<file path="src/rtl/mmcm_lock_sequencer.sv">
// Supervises the MMCM from the free-running board clock: pulses its reset, waits for a
// stable LOCKED, releases downstream reset, and retries a bounded number of times before faulting.
`timescale 1ns/1ps
module mmcm_lock_sequencer #(
   parameter int RST_PULSE      = 16,
   parameter int HOLDOFF_CYCLES = 1024,
   parameter int LOCK_TIMEOUT   = 65536,
   parameter int MAX_RETRIES    = 7
) (
   input  logic       CLK_IN1,
   input  logic       RESET_N,
   input  logic       LOCKED,
   input  logic       FORCE_RESEAT,
   output logic       MMCM_RESET,
   output logic       SYS_RESET_N,
   output logic       READY,
   output logic       FAULT,
   output logic [2:0] RETRY_CNT
);
   localparam int PW = (RST_PULSE > 1) ? $clog2(RST_PULSE) : 1;
   localparam int HW = (HOLDOFF_CYCLES > 1) ? $clog2(HOLDOFF_CYCLES) : 1;
   localparam int TW = $clog2(LOCK_TIMEOUT);
   localparam logic [PW-1:0] PULSE_LAST = PW'(RST_PULSE - 1);
   localparam logic [HW-1:0] HOLD_LAST  = HW'(HOLDOFF_CYCLES - 1);
   localparam logic [TW-1:0] WAIT_LAST  = TW'(LOCK_TIMEOUT - 1);
   localparam logic [2:0]    RETRY_MAX  = 3'(MAX_RETRIES);

   typedef enum logic [2:0] {
      ST_PULSE,
      ST_WAIT_LOCK,
      ST_HOLDOFF,
      ST_RUN,
      ST_FAULT
   } state_t;

   state_t        state, state_nxt;
   logic [PW-1:0] pulse_cnt, pulse_nxt;
   logic [HW-1:0] hold_cnt, hold_nxt;
   logic [TW-1:0] wait_cnt, wait_nxt;
   logic [2:0]    retry_nxt;
   logic          lk_meta, lk_s;

   always_ff @(posedge CLK_IN1 or negedge RESET_N) begin
      if (!RESET_N) begin
         lk_meta <= 1'b0;
         lk_s    <= 1'b0;
      end else begin
         lk_meta <= LOCKED;
         lk_s    <= lk_meta;
      end
   end

   // Each counter is cleared by whichever transition enters its state, so it starts fresh there.
   always_comb begin
      state_nxt = state;
      pulse_nxt = pulse_cnt;
      hold_nxt  = hold_cnt;
      wait_nxt  = wait_cnt;
      retry_nxt = RETRY_CNT;
      if (FORCE_RESEAT) begin
         state_nxt = ST_PULSE;
         pulse_nxt = '0;
         retry_nxt = '0;
      end else begin
         case (state)
            ST_PULSE: begin
               if (pulse_cnt == PULSE_LAST) begin
                  state_nxt = ST_WAIT_LOCK;
                  wait_nxt  = '0;
               end else begin
                  pulse_nxt = pulse_cnt + 1'b1;
               end
            end
            ST_WAIT_LOCK: begin
               if (lk_s) begin
                  state_nxt = ST_HOLDOFF;
                  hold_nxt  = '0;
               end else if (wait_cnt == WAIT_LAST) begin
                  if (RETRY_CNT < RETRY_MAX) begin
                     retry_nxt = RETRY_CNT + 3'd1;
                     state_nxt = ST_PULSE;
                     pulse_nxt = '0;
                  end else begin
                     state_nxt = ST_FAULT;
                  end
               end else begin
                  wait_nxt = wait_cnt + 1'b1;
               end
            end
            ST_HOLDOFF: begin
               if (!lk_s) begin
                  state_nxt = ST_WAIT_LOCK;
                  wait_nxt  = '0;
               end else if (hold_cnt == HOLD_LAST) begin
                  state_nxt = ST_RUN;
               end else begin
                  hold_nxt = hold_cnt + 1'b1;
               end
            end
            ST_RUN: begin
               if (!lk_s) begin
                  state_nxt = ST_WAIT_LOCK;
                  wait_nxt  = '0;
               end
            end
            ST_FAULT: begin
               state_nxt = ST_FAULT;
            end
            default: begin
               state_nxt = ST_PULSE;
               pulse_nxt = '0;
            end
         endcase
      end
   end

   // Outputs are decoded from the next state so they change on the same edge as the state.
   always_ff @(posedge CLK_IN1 or negedge RESET_N) begin
      if (!RESET_N) begin
         state       <= ST_PULSE;
         pulse_cnt   <= '0;
         hold_cnt    <= '0;
         wait_cnt    <= '0;
         RETRY_CNT   <= '0;
         MMCM_RESET  <= 1'b1;
         SYS_RESET_N <= 1'b0;
         READY       <= 1'b0;
         FAULT       <= 1'b0;
      end else begin
         state       <= state_nxt;
         pulse_cnt   <= pulse_nxt;
         hold_cnt    <= hold_nxt;
         wait_cnt    <= wait_nxt;
         RETRY_CNT   <= retry_nxt;
         MMCM_RESET  <= (state_nxt == ST_PULSE) || (state_nxt == ST_FAULT);
         SYS_RESET_N <= (state_nxt == ST_RUN);
         READY       <= (state_nxt == ST_RUN);
         FAULT       <= (state_nxt == ST_FAULT);
      end
   end
endmodule

</file>
<file path="config.mk">
export PLATFORM = sky130hd
export DESIGN_NAME = mmcm_lock_sequencer
export DESIGN_NICKNAME = d
export VERILOG_FILES = /design/src/rtl/mmcm_lock_sequencer.sv
export SDC_FILE = /design/constraint.sdc
export NUM_CORES = 1
export LEC_CHECK = 0
export BUFFER_PORTS_ARGS = -buffer_cell sky130_fd_sc_hd__buf_2
export CORE_UTILIZATION = 55
export DETAILED_ROUTE_END_ITERATION = 12
export PLACE_DENSITY = 0.81
export REMOVE_ABC_BUFFERS = 1
export SETUP_SLACK_MARGIN = 0.1
export SYNTH_ARGS = -nofsm -noshare
export SYNTH_HDL_FRONTEND = slang
export SYNTH_SLANG_ARGS = --single-unit
</file>
<file path="constraint.sdc">
create_clock -name CLK_IN1 -period 1.85 [get_ports CLK_IN1]
set_input_delay 0.185 -clock CLK_IN1 [delete_from_list [all_inputs] [get_ports CLK_IN1]]
set_output_delay 0.185 -clock CLK_IN1 [all_outputs]
set_load 0.05 [all_outputs]
</file>
# == Word level (Yosys, flattened, before mapping) ==
# Index checks and enable logic that the tools add are counted.
# classes
addsub,4
multipliers,0
n_div,0
order_cmp,1
n_eq_ne,22
n_shift,0
muxes,29
bitwise,1
reduce_logical,14
# op_table
op,n
$mux W16,4
$pmux W16 S3,1
$mux W3,13
$mux W10,3
$mux W4,5
$pmux W10 S2,1
$add A16 B1 Y16 const B,1
$eq A16 B16 Y1 const B,1
$ne A2 B2 Y1 const B,8
$pmux W3 S5,1
$ne A3 B3 Y1 const B,4
$pmux W4 S3,1
$add A10 B1 Y10 const B,1
$eq A10 B10 Y1 const B,1
$reduce_and A5 Y1,2
$eq A3 B2 Y1 const B,3
$reduce_bool A2 Y1,4
$eq A3 B3 Y1 const B,2
$logic_not A3 Y1,2
$reduce_and A6 Y1,1
$add A4 B1 Y4 const B,1
$eq A4 B4 Y1 const B,1
$reduce_and A4 Y1,1
$add A3 B1 Y3 const B,1
other kinds (8),8
# totals
reg_bits,41
latchBits,0
ramBits,0
rom_bits,0
input_bits,4
out_inout_bits,7
wordCells,81
n_memories,0

# == Logic depth before layout (Yosys ltp) ==
# logic_depth
ltp_word,8
ltp_mapped,7
ltp_nobuf,6

# == Worst setup path before layout ==
# No wires, ideal clock.
# synth_timing
kind,flip-flop to flip-flop
from,register wait_cnt[0]
to,register RETRY_CNT[2]
setup_ns,0.078
arrival_ns,1.966
t_required_ns,1.772
path_slack_ns,-0.194
path_stages_with_launch,7
path_buffers,0
period_less_slack_ns,2.044
path_cell_list,dfrtp_1 -> ha_1 -> nand3_1 -> or3_4 -> or4b_4 -> or3_1 -> a21oi_1
# synth_between
elab_chain_cells,3
# synth_lines
element,line,source
start: declaration,39,"logic [TW-1:0] wait_cnt, wait_nxt;"
start signal: assignment,133,wait_cnt <= wait_nxt;
$eq A16 B16 Y1,78,end else if (wait_cnt == WAIT_LAST) begin
$reduce_bool A2 Y1 (no line),--,
$reduce_and A4 Y1 (no line),--,
end signal: assignment,134,RETRY_CNT <= retry_nxt;
end: declaration,18,output logic [2:0] RETRY_CNT
# Every way passes these cells.
# A chain may end at the register's enable or synchronous reset.

# == Final worst setup path ==
# Ends and elaborated chain as after synthesis.

==> impl_metrics.tcl <==
set metrics [dict create \
    status "finished, violations left" \
    violations "setup timing" \
    fin_ws_ns -0.319 \
    avgRoutedWirePerCell_um 23.3 \
    ys_warn_count 0 \
    p_sw_mw 0.389 \
    cpMaxStageDelayCell "or4b_4" \
    syn_area_per_cell_um2 9.54 \
    drc 0 \
    reg2reg_depth 6 \
    ys_types 50 \
    htreeDepth 2 \
    finish.instance_area_mm2 0.00310 \
    p_int_mw 1.25 \
    hold_viol_final 0 \
    syn_to_final_growth_pct 38.6 \
    instances_no_fill 347 \
    drv_cap 0 \
    hold_end "RETRY_CNT[2]$_DFFE_PN0P_" \
    portBuffers 10 \
    combPwrFrac_pct 6.2 \
    p_leak_nw 1.38 \
    setup-tns-final_ns -4.86 \
    yosysSeqAreaShare_pct 46.0 \
    holdPathStages 3 \
    postLayoutCoreUtil_pct 82.1 \
    dp_hpwl_um 3680 \
    cp.required_ns 2.08 \
    finClkSkew_ns 0.0103 \
    drive_gt1_share_pct 39.1 \
    io-pin-count 11 \
    maxSlewHeadroom_pct 47.4 \
    p_seq_share_pct 56.5 \
    power_frac_clock_pct 37.3 \
    via_per_inst 6.94 \
    antenna_found_initial 0 \
    netlist_area_mm2 0.00223 \
    finalMaxSlewViolations 0 \
    rsz0062_at_grt "yes" \
    min_from "FORCE_RESEAT" \
    min_path_type "in -> reg" \
    worstSkewPairLatency_ns 0.30 \
    cts.clk_slew.worst_paths_ns 0.08 \
    dp_slack_ns -0.204 \
    fin_crit_sh_pct 117 \
    netlist_instances 234 \
    vias 2409 \
    power_mw 1.63 \
    place_area_mm2 0.00263 \
    critical_path_class "reg -> reg" \
    critical_path_buf_inv_count 0 \
    r2r-start "wait_cnt[0]$_DFFE_PN0P_" \
    coreArea_mm2 0.00377 \
    die_area_mm2 0.00432 \
    clock_sinks 41 \
    fp.dieH_um 65.7 \
    fin_crit_ns 2.17 \
    max_freq_mhz 461 \
    wirelength_um 8070 \
    start_kind "flip-flop" \
    cp-end-kind "flip-flop" \
    start_util_pct 59.2 \
    rows 22 \
    overflow 0 \
    tightest_slew_ns 0.788 \
    synth_edf_count 0 \
    cts_tree "built" \
    grt_max_degree 36 \
    cp.arrival_ns 2.40 \
    grt_pass1_wl_um 10200 \
    antenna_cells 0 \
    grt_util_all_layers_pct 32.4 \
    power_density_mw_per_mm2 528 \
    drtIter0Drc 277 \
    r2r_end "RETRY_CNT[2]$_DFFE_PN0P_" \
    cp_max_fo 3 \
    r2r_setup_slack_ns -0.32 \
    drt-pass1-iter-count 7 \
    antenna_left 0 \
    crit_top_cell "or3_4" \
    cp_top_family "simple AND/OR/NAND/NOR gates" \
    whs_ns 0.269 \
    ys_ff_latch 41 \
    synth_flop_cell "dfrtp_1" \
    async_reset_ff_share_pct 100 \
    swShare_pct 23.8 \
    cpPeakStageDelay_ns 0.54 \
    path_cells "ha_2 > nand3_2 > or3_4 > or4b_4 > or3_4 > a21oi_4" \
    final-setup-viol-count 33 \
    ir_worst_vdd_uv 518 \
    die_w_um 65.7 \
    grt_pass1_vias 2111 \
    root_buffer "clkbuf_8" \
    layout.nets 307 \
    cts_buffers 5 \
    cts_buffer_depth 2 \
    place_congestion 0.889 \
    dp_cells 326 \
]
how the worst max path moves through the flow:
stage | startpoint | to | slack [ns] | cells after the start
4_1_cts | wait_cnt[0]$_DFFE_PN0P_ | RETRY_CNT[2]$_DFFE_PN0P_ | -0.18 | 6
2_1_floorplan | state[2]$_DFF_PN0_ | wait_cnt[4]$_DFFE_PN0P_ | -0.33 | 5
3_5_place_dp | wait_cnt[0]$_DFFE_PN0P_ | RETRY_CNT[2]$_DFFE_PN0P_ | -0.20 | 6
3_3_place_gp | wait_cnt[11]$_DFFE_PN0P_ | pulse_cnt[0]$_DFFE_PN0P_ | -0.13 | 6
6_report | wait_cnt[0]$_DFFE_PN0P_ | RETRY_CNT[2]$_DFFE_PN0P_ | -0.32 | 6
5_1_grt | wait_cnt[0]$_DFFE_PN0P_ | RETRY_CNT[2]$_DFFE_PN0P_ | -0.34 | 6
cells in the mapped netlist, types with 4 or more instances:
master | number | share of area (%)
and3_1 | 5 | 1.4
xor2_1 | 8 | 3.1
nand2_1 | 14 | 2.4
o211ai_1 | 10 | 3.4
clkbuf_1 | 5 | 0.84
dfrtp_1 | 40 | 45
a21oi_1 | 6 | 1.3
inv_1 | 7 | 1.2
nor3_1 | 5 | 1.1
ha_1 | 4 | 2.2
nor2_1 | 31 | 5.2
nand3_1 | 12 | 2.7
o21ai_0 | 10 | 2.2
nand4_1 | 4 | 1.1
or4_1 | 4 | 1.3
or3_1 | 4 | 1.1
nor4_1 | 4 | 1.1
xnor2_1 | 10 | 3.9
power groups by stage:
stage	Combinational (mW)	Clock, mW	Sequential, mW
global route	0.109	0.643	0.923
global placement	0.0700	0	0.936
detailed placement	0.0730	0	0.937
finish	0.101	0.610	0.923
floorplan	0.0262	0	0.936
CTS	0.0811	0.605	0.920
placed cells by master (no fill, tap or decap), drive strengths merged, types with 2 or more instances in the layout:
cell / n
xnor2: 10
buf: 66
xor2: 8
nor4: 5
nor3: 5
or3: 5
o31ai: 3
o22ai: 2
nor2: 31
nand3b: 2
clkbuf: 6
mux2i: 3
inv: 7
dfrtp: 40
a22o: 2
nor2b: 3
or3b: 2
o211ai: 10
dlygate4sd3: 2
and3: 5
nor4b: 2
ha: 4
nand2: 14
nand4: 4
and2: 2
a2111oi: 2
a21oi: 6
or2: 3
nand3: 13
a211oi: 3
or4: 4
o21ai: 12
tightest hold or removal path, cell delays in order:
cell	delay, ns
buf_2	0.13
buf_4	0.18
a21oi_4	0.05
sequential cells by signal (all words and copies together) (netlist names), 3 cells and up:
| signal | cells |
|---|---|
| pulse_cnt | 4 |
| hold_cnt | 10 |
| state | 3 |
| wait_cnt | 16 |
| RETRY_CNT | 3 |
cells by family after synthesis:
kind of cell	Yosys count	share of synthesized area, %
AND/OR/NAND/NOR	105	25.5
XOR/XNOR	18	7.06
flip-flops	41	46.0
buffers and inverters	17	3.19
adder cells (fa/ha/maj)	4	2.24
AO/OA/AOI/OAI	45	14.2
multiplexers	4	1.85
timing repair:
action | CTS | global route
setup buffers | 8 | 4
resized for setup | 26 | 38
pin swaps | 10 | 8
setup endpoints to repair | 32 | 36
hold buffers | 2 | 0
hold endpoints to repair | 33 | 0
cell type report:
cell class	instances	area, um2
flip-flops and latches	41	1030
clock buffers	6	82.6
multi-input cells	176	1370
inverters	7	26.3
fillers	163	676
clock inverters	1	7.51
repair buffers	68	524
well taps	48	60.1
routing by layer:
layer | track usage (%) | vias to the layer above | share of wire [%]
li1 | - | 980 | -
met1 | 41.8 | 1128 | 36
met2 | 51.3 | 217 | 47
met3 | 6.94 | 84 | 10
met4 | 15.8 | 0 | 6.9
met5 | 0 | - | 0
Note: power is estimated with default switching activity, not from simulation.
